**src/rtl/mem_wait_ctrl.sv**
```systemverilog
// Memory wait-state controller behind the 4510 mapper: region decode, registered chip selects,
// per-region wait states, and single-master DMA arbitration. Define WS_PROG_EN for programmable wait states.
module mem_wait_ctrl #(
  parameter logic [19:0] ROM_BASE = 20'h20000,
  parameter logic [19:0] IO_BASE  = 20'hD0000,
  parameter int unsigned RAM_WS   = 0,
  parameter int unsigned ROM_WS   = 1,
  parameter int unsigned IO_WS    = 2
) (
  input  logic        clk,
  input  logic        reset_n,
`ifdef WS_PROG_EN
  input  logic        cfg_we,
  input  logic [1:0]  cfg_sel,
  input  logic [2:0]  cfg_data,
`endif
  input  logic [19:0] address_next,
  input  logic        map_next,
  input  logic        we_next,
  input  logic        ext_wait,
  input  logic        dma_req,
  output logic        ready,
  output logic [19:0] mem_addr,
  output logic        mem_we,
  output logic        mem_map,
  output logic        cs_ram,
  output logic        cs_rom,
  output logic        cs_io,
  output logic        dma_gnt
);

  typedef enum logic [1:0] {ST_RUN, ST_WAIT, ST_DMA, ST_REL} state_e;

  // Chip-select bit positions inside cs_q.
  localparam int CS_RAM = 0;
  localparam int CS_ROM = 1;
  localparam int CS_IO  = 2;

  state_e      state_q, state_d;
  logic [2:0]  wcnt_q, wcnt_d;
  logic        ready_q, ready_d;
  logic [19:0] mem_addr_q, mem_addr_d;
  logic        mem_we_q, mem_we_d;
  logic        mem_map_q, mem_map_d;
  logic [2:0]  cs_q, cs_d;
  logic        dma_gnt_q, dma_gnt_d;

  logic [2:0]  ws_ram, ws_rom, ws_io;

`ifdef WS_PROG_EN
  logic [2:0] ws_ram_q, ws_ram_d;
  logic [2:0] ws_rom_q, ws_rom_d;
  logic [2:0] ws_io_q, ws_io_d;

  always_comb begin
    ws_ram_d = ws_ram_q;
    ws_rom_d = ws_rom_q;
    ws_io_d  = ws_io_q;
    if (cfg_we) begin
      case (cfg_sel)
        2'd0:    ws_ram_d = cfg_data;
        2'd1:    ws_rom_d = cfg_data;
        2'd2:    ws_io_d  = cfg_data;
        default: ;
      endcase
    end
  end

  always_ff @(posedge clk or negedge reset_n) begin
    if (!reset_n) begin
      ws_ram_q <= 3'(RAM_WS);
      ws_rom_q <= 3'(ROM_WS);
      ws_io_q  <= 3'(IO_WS);
    end else begin
      ws_ram_q <= ws_ram_d;
      ws_rom_q <= ws_rom_d;
      ws_io_q  <= ws_io_d;
    end
  end

  assign ws_ram = ws_ram_q;
  assign ws_rom = ws_rom_q;
  assign ws_io  = ws_io_q;
`else
  assign ws_ram = 3'(RAM_WS);
  assign ws_rom = 3'(ROM_WS);
  assign ws_io  = 3'(IO_WS);
`endif

  logic [2:0] cs_dec;
  logic [2:0] ws_dec;

  // Unsigned full-width compares: each region is inclusive at its base, exclusive at the next base.
  always_comb begin
    cs_dec = '0;
    ws_dec = ws_ram;
    if (address_next < ROM_BASE) begin
      cs_dec[CS_RAM] = 1'b1;
      ws_dec         = ws_ram;
    end else if (address_next < IO_BASE) begin
      cs_dec[CS_ROM] = 1'b1;
      ws_dec         = ws_rom;
    end else begin
      cs_dec[CS_IO]  = 1'b1;
      ws_dec         = ws_io;
    end
  end

  // NOTE: every _d gets its hold value first so no path through this block can infer a latch.
  always_comb begin
    state_d    = state_q;
    wcnt_d     = wcnt_q;
    ready_d    = ready_q;
    mem_addr_d = mem_addr_q;
    mem_we_d   = mem_we_q;
    mem_map_d  = mem_map_q;
    cs_d       = cs_q;
    dma_gnt_d  = dma_gnt_q;

    case (state_q)
      ST_RUN: begin
        if (dma_req) begin
          // A pending DMA request wins the cycle boundary; no access is latched.
          ready_d   = 1'b0;
          dma_gnt_d = 1'b1;
          cs_d      = '0;
          mem_we_d  = 1'b0;
          state_d   = ST_DMA;
        end else begin
          mem_addr_d = address_next;
          mem_we_d   = we_next;
          mem_map_d  = map_next;
          cs_d       = cs_dec;
          wcnt_d     = ws_dec;
          if (ws_dec == 3'd0) begin
            ready_d = 1'b1;
          end else begin
            ready_d = 1'b0;
            state_d = ST_WAIT;
          end
        end
      end

      ST_WAIT: begin
        if (wcnt_q > 3'd1) begin
          wcnt_d = wcnt_q - 3'd1;
        end else if (cs_q[CS_IO] && ext_wait) begin
          wcnt_d = 3'd0;
        end else begin
          wcnt_d  = 3'd0;
          ready_d = 1'b1;
          state_d = ST_RUN;
        end
      end

      ST_DMA: begin
        if (!dma_req) begin
          dma_gnt_d = 1'b0;
          state_d   = ST_REL;
        end
      end

      ST_REL: begin
        ready_d = 1'b1;
        state_d = ST_RUN;
      end

      default: begin
        state_d = ST_RUN;
        ready_d = 1'b1;
      end
    endcase
  end

  // NOTE: sequential state uses non-blocking assignments so every flop samples pre-edge values.
  always_ff @(posedge clk or negedge reset_n) begin
    if (!reset_n) begin
      state_q    <= ST_RUN;
      wcnt_q     <= 3'd0;
      ready_q    <= 1'b1;
      mem_addr_q <= 20'd0;
      mem_we_q   <= 1'b0;
      mem_map_q  <= 1'b0;
      cs_q       <= '0;
      dma_gnt_q  <= 1'b0;
    end else begin
      state_q    <= state_d;
      wcnt_q     <= wcnt_d;
      ready_q    <= ready_d;
      mem_addr_q <= mem_addr_d;
      mem_we_q   <= mem_we_d;
      mem_map_q  <= mem_map_d;
      cs_q       <= cs_d;
      dma_gnt_q  <= dma_gnt_d;
    end
  end

  assign ready    = ready_q;
  assign mem_addr = mem_addr_q;
  assign mem_we   = mem_we_q;
  assign mem_map  = mem_map_q;
  assign cs_ram   = cs_q[CS_RAM];
  assign cs_rom   = cs_q[CS_ROM];
  assign cs_io    = cs_q[CS_IO];
  assign dma_gnt  = dma_gnt_q;

endmodule

```
**config.mk**
```make
export PLATFORM = sky130hd
export DESIGN_NAME = mem_wait_ctrl
export DESIGN_NICKNAME = d
export VERILOG_FILES = /design/src/rtl/mem_wait_ctrl.sv
export SDC_FILE = /design/constraint.sdc
export NUM_CORES = 1
export LEC_CHECK = 0
export CORE_ASPECT_RATIO = 0.9
export CORE_UTILIZATION = 35
export DETAILED_ROUTE_END_ITERATION = 8
export PLACE_DENSITY = 0.7
export SKIP_CTS_REPAIR_TIMING = 1
export SYNTH_ARGS = -nofsm -noshare
export SYNTH_HDL_FRONTEND = slang
export SYNTH_SLANG_ARGS = --single-unit
export TNS_END_PERCENT = 1
```
**constraint.sdc**
```tcl
create_clock -name clk -period 1.28 [get_ports clk]
set_input_delay 0.192 -clock clk [delete_from_list [all_inputs] [get_ports clk]]
set_output_delay 0.192 -clock clk [all_outputs]
set_load 0.005 [all_outputs]
```
==> results.tsv <==
stage	metric	value	unit
layout	fraction of layout instances using a drive strength above 1	11.37	%
sta	fin worst setup slack	-8.266	ps
placement	HPWL Detailed	2197	µm
placement	cell count after placement	250	
layout	area grow syn2layout	58.43	%
critical_path	WS Path Type	reg -> reg	
critical_path	WP data required	1460	ps
logic_synthesis	Post-synth EDFFs	0	
routing	Post-DRT Antenna Nets	0	
logic_synthesis	asr flop ratio synth	100.0	%
floorplanning	Die Y	61.28	µm
logic_synthesis	sequential cell area fraction in the yosys report	58.70	%
critical_path	Crit. End Element	flip-flop	
placement	PortBufs	52	
outcome	status	complete, but fails checks	
logic_synthesis	post-synth top area share	56.78	%
critical_path	Worst Path Max Fanout	4	
global_routing	initial antenna violation count	0	
placement	Placed Area	1999	µm²
sta	Max Slew Vio Count	0	
logic_synthesis	Post-Syn Area	1366	µm²
global_routing	GRT Total Usage	16.22	%
logic_synthesis	ys flop type	dfrtp_1	
flow_run	MaxCap Viol Count	0	
critical_path	Worst setup SP type	flip-flop	
cts	clock tree from TritonCTS	done	
logic_synthesis	post-synth top area cell	dfrtp_1	
logic_synthesis	Mapped Nets	175	
sta	final setup vio count	1	
sta	Final Hold Fails	0	
critical_path	Critical Path Slowest Stage Cell	dfrtp_1	
global_routing	GR Overflow Total	0	
layout	nets	239	
routing	Vias	1170	
routing	number of remaining DRC errors	0	
pwr	logic gate share of total power	45.5	%
logic_synthesis	synth warn	0	
layout	post-route cell area	2165	µm²
floorplanning	row count	21	
critical_path	Worst EP arrival	1470	ps
pwr	PwrDens	2052	nW/µm²
sta	worst slew pin tran	339.3	ps
logic_synthesis	synth cell count leaders	nand2_1 (68), dfrtp_1 (31), nand3_1 (5), o21ai_0 (5)	
sta	Rel. slew slack	77.17	%
placement	pre-CTS setup slack	-220.9	ps
logic_synthesis	Synth Instances	147	
pwr	sw power	1451	µW
cts	Reg clk slew, reported paths	60	ps
logic_synthesis	count leader, synth	nand2_1	
layout	Register Area	802.0	µm²
routing	wire per inst	11.58	µm
sta	crit share post-route	100.6	%
critical_path	worst-path cell chain	inv_1, ha_1, o21bai_1, a21o_1, o211ai_1	
logic_synthesis	synth unique cells	25	
sta	fmax	776.2	MHz
floorplanning	starting density of the core	36.62	%
global_routing	vias in the first global route	1093	
min_path	Min-Delay Path Class	in -> async	
sta	worst hold margin	280.1	ps
logic_synthesis	largest cells by area after synthesis	dfrtp_1 (57%), nand2_1 (19%), buf_6 (3.3%)	
pwr	LEAKAGE	0.001326	µW
cts	clock root cell	clkbuf_8	
layout	n_diodes	0	
routing	via/cell ratio	4.553	
global_routing	first-pass GRT wire length	4795	µm
sta	Final Critical Period	1288	ps
cts	Skew-Pair Late Insertion Delay	270	ps
cts	clock buffer count from CTS	5	
routing	router iterations before antenna repair	3	
cts	htree depth	2	
cts	Clock Path Buffers	2	
floorplanning	Core Area	3731	µm²
cts	clk sinks	32	
floorplanning	IO Pins	53	
layout	area occupied by multi-input gates	509.2	µm²
layout	Finished Layout Cells	257	
floorplanning	Die W	67.86	µm
pwr	Sw Ratio	32.67	%
pwr	clock network fraction of design power	15.6	%
pwr	VDD IR max	0.9005	mV
pwr	Seq pwr share	38.9	%
outcome	failing checks	setup timing	
sta	RSZ-0062 raised after global routing	true	
placement	Final Wtd Congestion	0.7880	
sta	clk_skew	2.584	ps
logic_synthesis	Yosys reg bits	32	
critical_path	slowest stage delay, CP	340	ps
logic_synthesis	mean post-synth cell area	9.295	µm²
routing	DR iter-0 viols	48	
pwr	Internal	2991	µW
global_routing	largest net degree at the start of global routing	33	
routing	WL final	2976	µm
layout	number of fill cells	345	
floorplanning	Die ar.	4158	µm²
[final timing paths]
path                                  from           to  slack [ps]  cells past startpoint
setup / recovery                 wcnt_q[1]    wcnt_q[0]          -8                      5
hold / removal                     reset_n  mem_addr[5]         280                      2
setup reg to reg                 wcnt_q[1]    wcnt_q[0]          -8                      5
hold reg to reg                 state_q[0]   state_q[1]         460                      1
max in group asynchronous          reset_n        ready         760                      2
min in group clk           address_next[6]  mem_addr[6]         440                      3
[area by class of cell]
type,instances,area share (%)
well taps,46,2.659
inverters,4,0.6936
multi-input cells,104,23.53
clock buffers,6,3.353
flip-flops and latches,32,37.05
clock inverters,1,0.2312
repair buffers,64,32.49
[power groups by stage]
| stage | combinational (µW) | sequential [µW] | clock [µW] |
|---|---|---|---|
| after floorplan | 886 | 1800 | 0 |
| after global placement | 2060 | 1760 | 0 |
| after detailed placement | 2100 | 1750 | 0 |
| after CTS | 2100 | 1750 | 716 |
| after global routing | 2280 | 1800 | 765 |
| final | 2020 | 1730 | 691 |
[cells by family (layout without fill, tap and decap cells)]
family	count (synthesis)	in the layout	synth area share (%)
buffers and inverters	11	75	5.494
AOI/OAI and AO/OA	16	16	7.601
DFF	32	32	58.70
muxes	1	1	0.8241
adders and majority gates	2	2	1.831
and+or+nand+nor	85	85	25.55
[routing by layer]
layer	up-vias	GRT usage [%]	part of all wire [%]
li1	598	-	-
met1	531	20.63	47
met2	36	24.47	45
met3	5	6.481	7.5
met4	0	7.143	1.2
met5	-	0	0
[state kept, by name (all words and copies together) (netlist names)]
register and cells:
cs_q 3, mem_addr 20, mem_we 1, dma_gnt 1, ready 1, wcnt_q 3
state_q 2, mem_map 1
[critical path: cells and delay by family, from the launching register on]
kind            cells  cell delay [ps]
buf+inv             1               60
flops               1              340
compound gates      3              630
fa+ha+maj           1              170
[cell usage in the layout (no fill, tap or decap)]
master / count
or3_1: 1
o21bai_1: 1
buf_4: 10
or2_4: 1
nor4_1: 1
clkbuf_8: 5
clkdlybuf4s50_1: 25
dfstp_2: 1
a21oi_1: 2
or3_4: 1
ha_1: 2
o211ai_1: 2
inv_1: 4
mux2_2: 1
o22ai_1: 1
a211oi_1: 2
o2bb2ai_1: 1
nand2b_1: 2
a21o_1: 1
nor2b_1: 1
dfrtp_1: 31
nor2_1: 4
clkinv_2: 1
clkbuf_1: 1
nor3_4: 1
nand2_1: 68
nand3_1: 5
dlymetal6s2s_1: 27
o21ai_0: 5
o221ai_2: 1
buf_12: 2
[per-stage QoR]
stage | TNS [ps] | utilization (%) | power, µW
after floorplan | 0 | - | 2682
after global placement | -5357 | 53.59 | 3812
after detailed placement | -5708 | 53.59 | 3855
after CTS | -1529 | 55.67 | 4572
after global routing | -373.2 | 58.01 | 4846
final | -8.266 | 58.01 | 4442
Note: power is estimated with default switching activity, not from simulation.
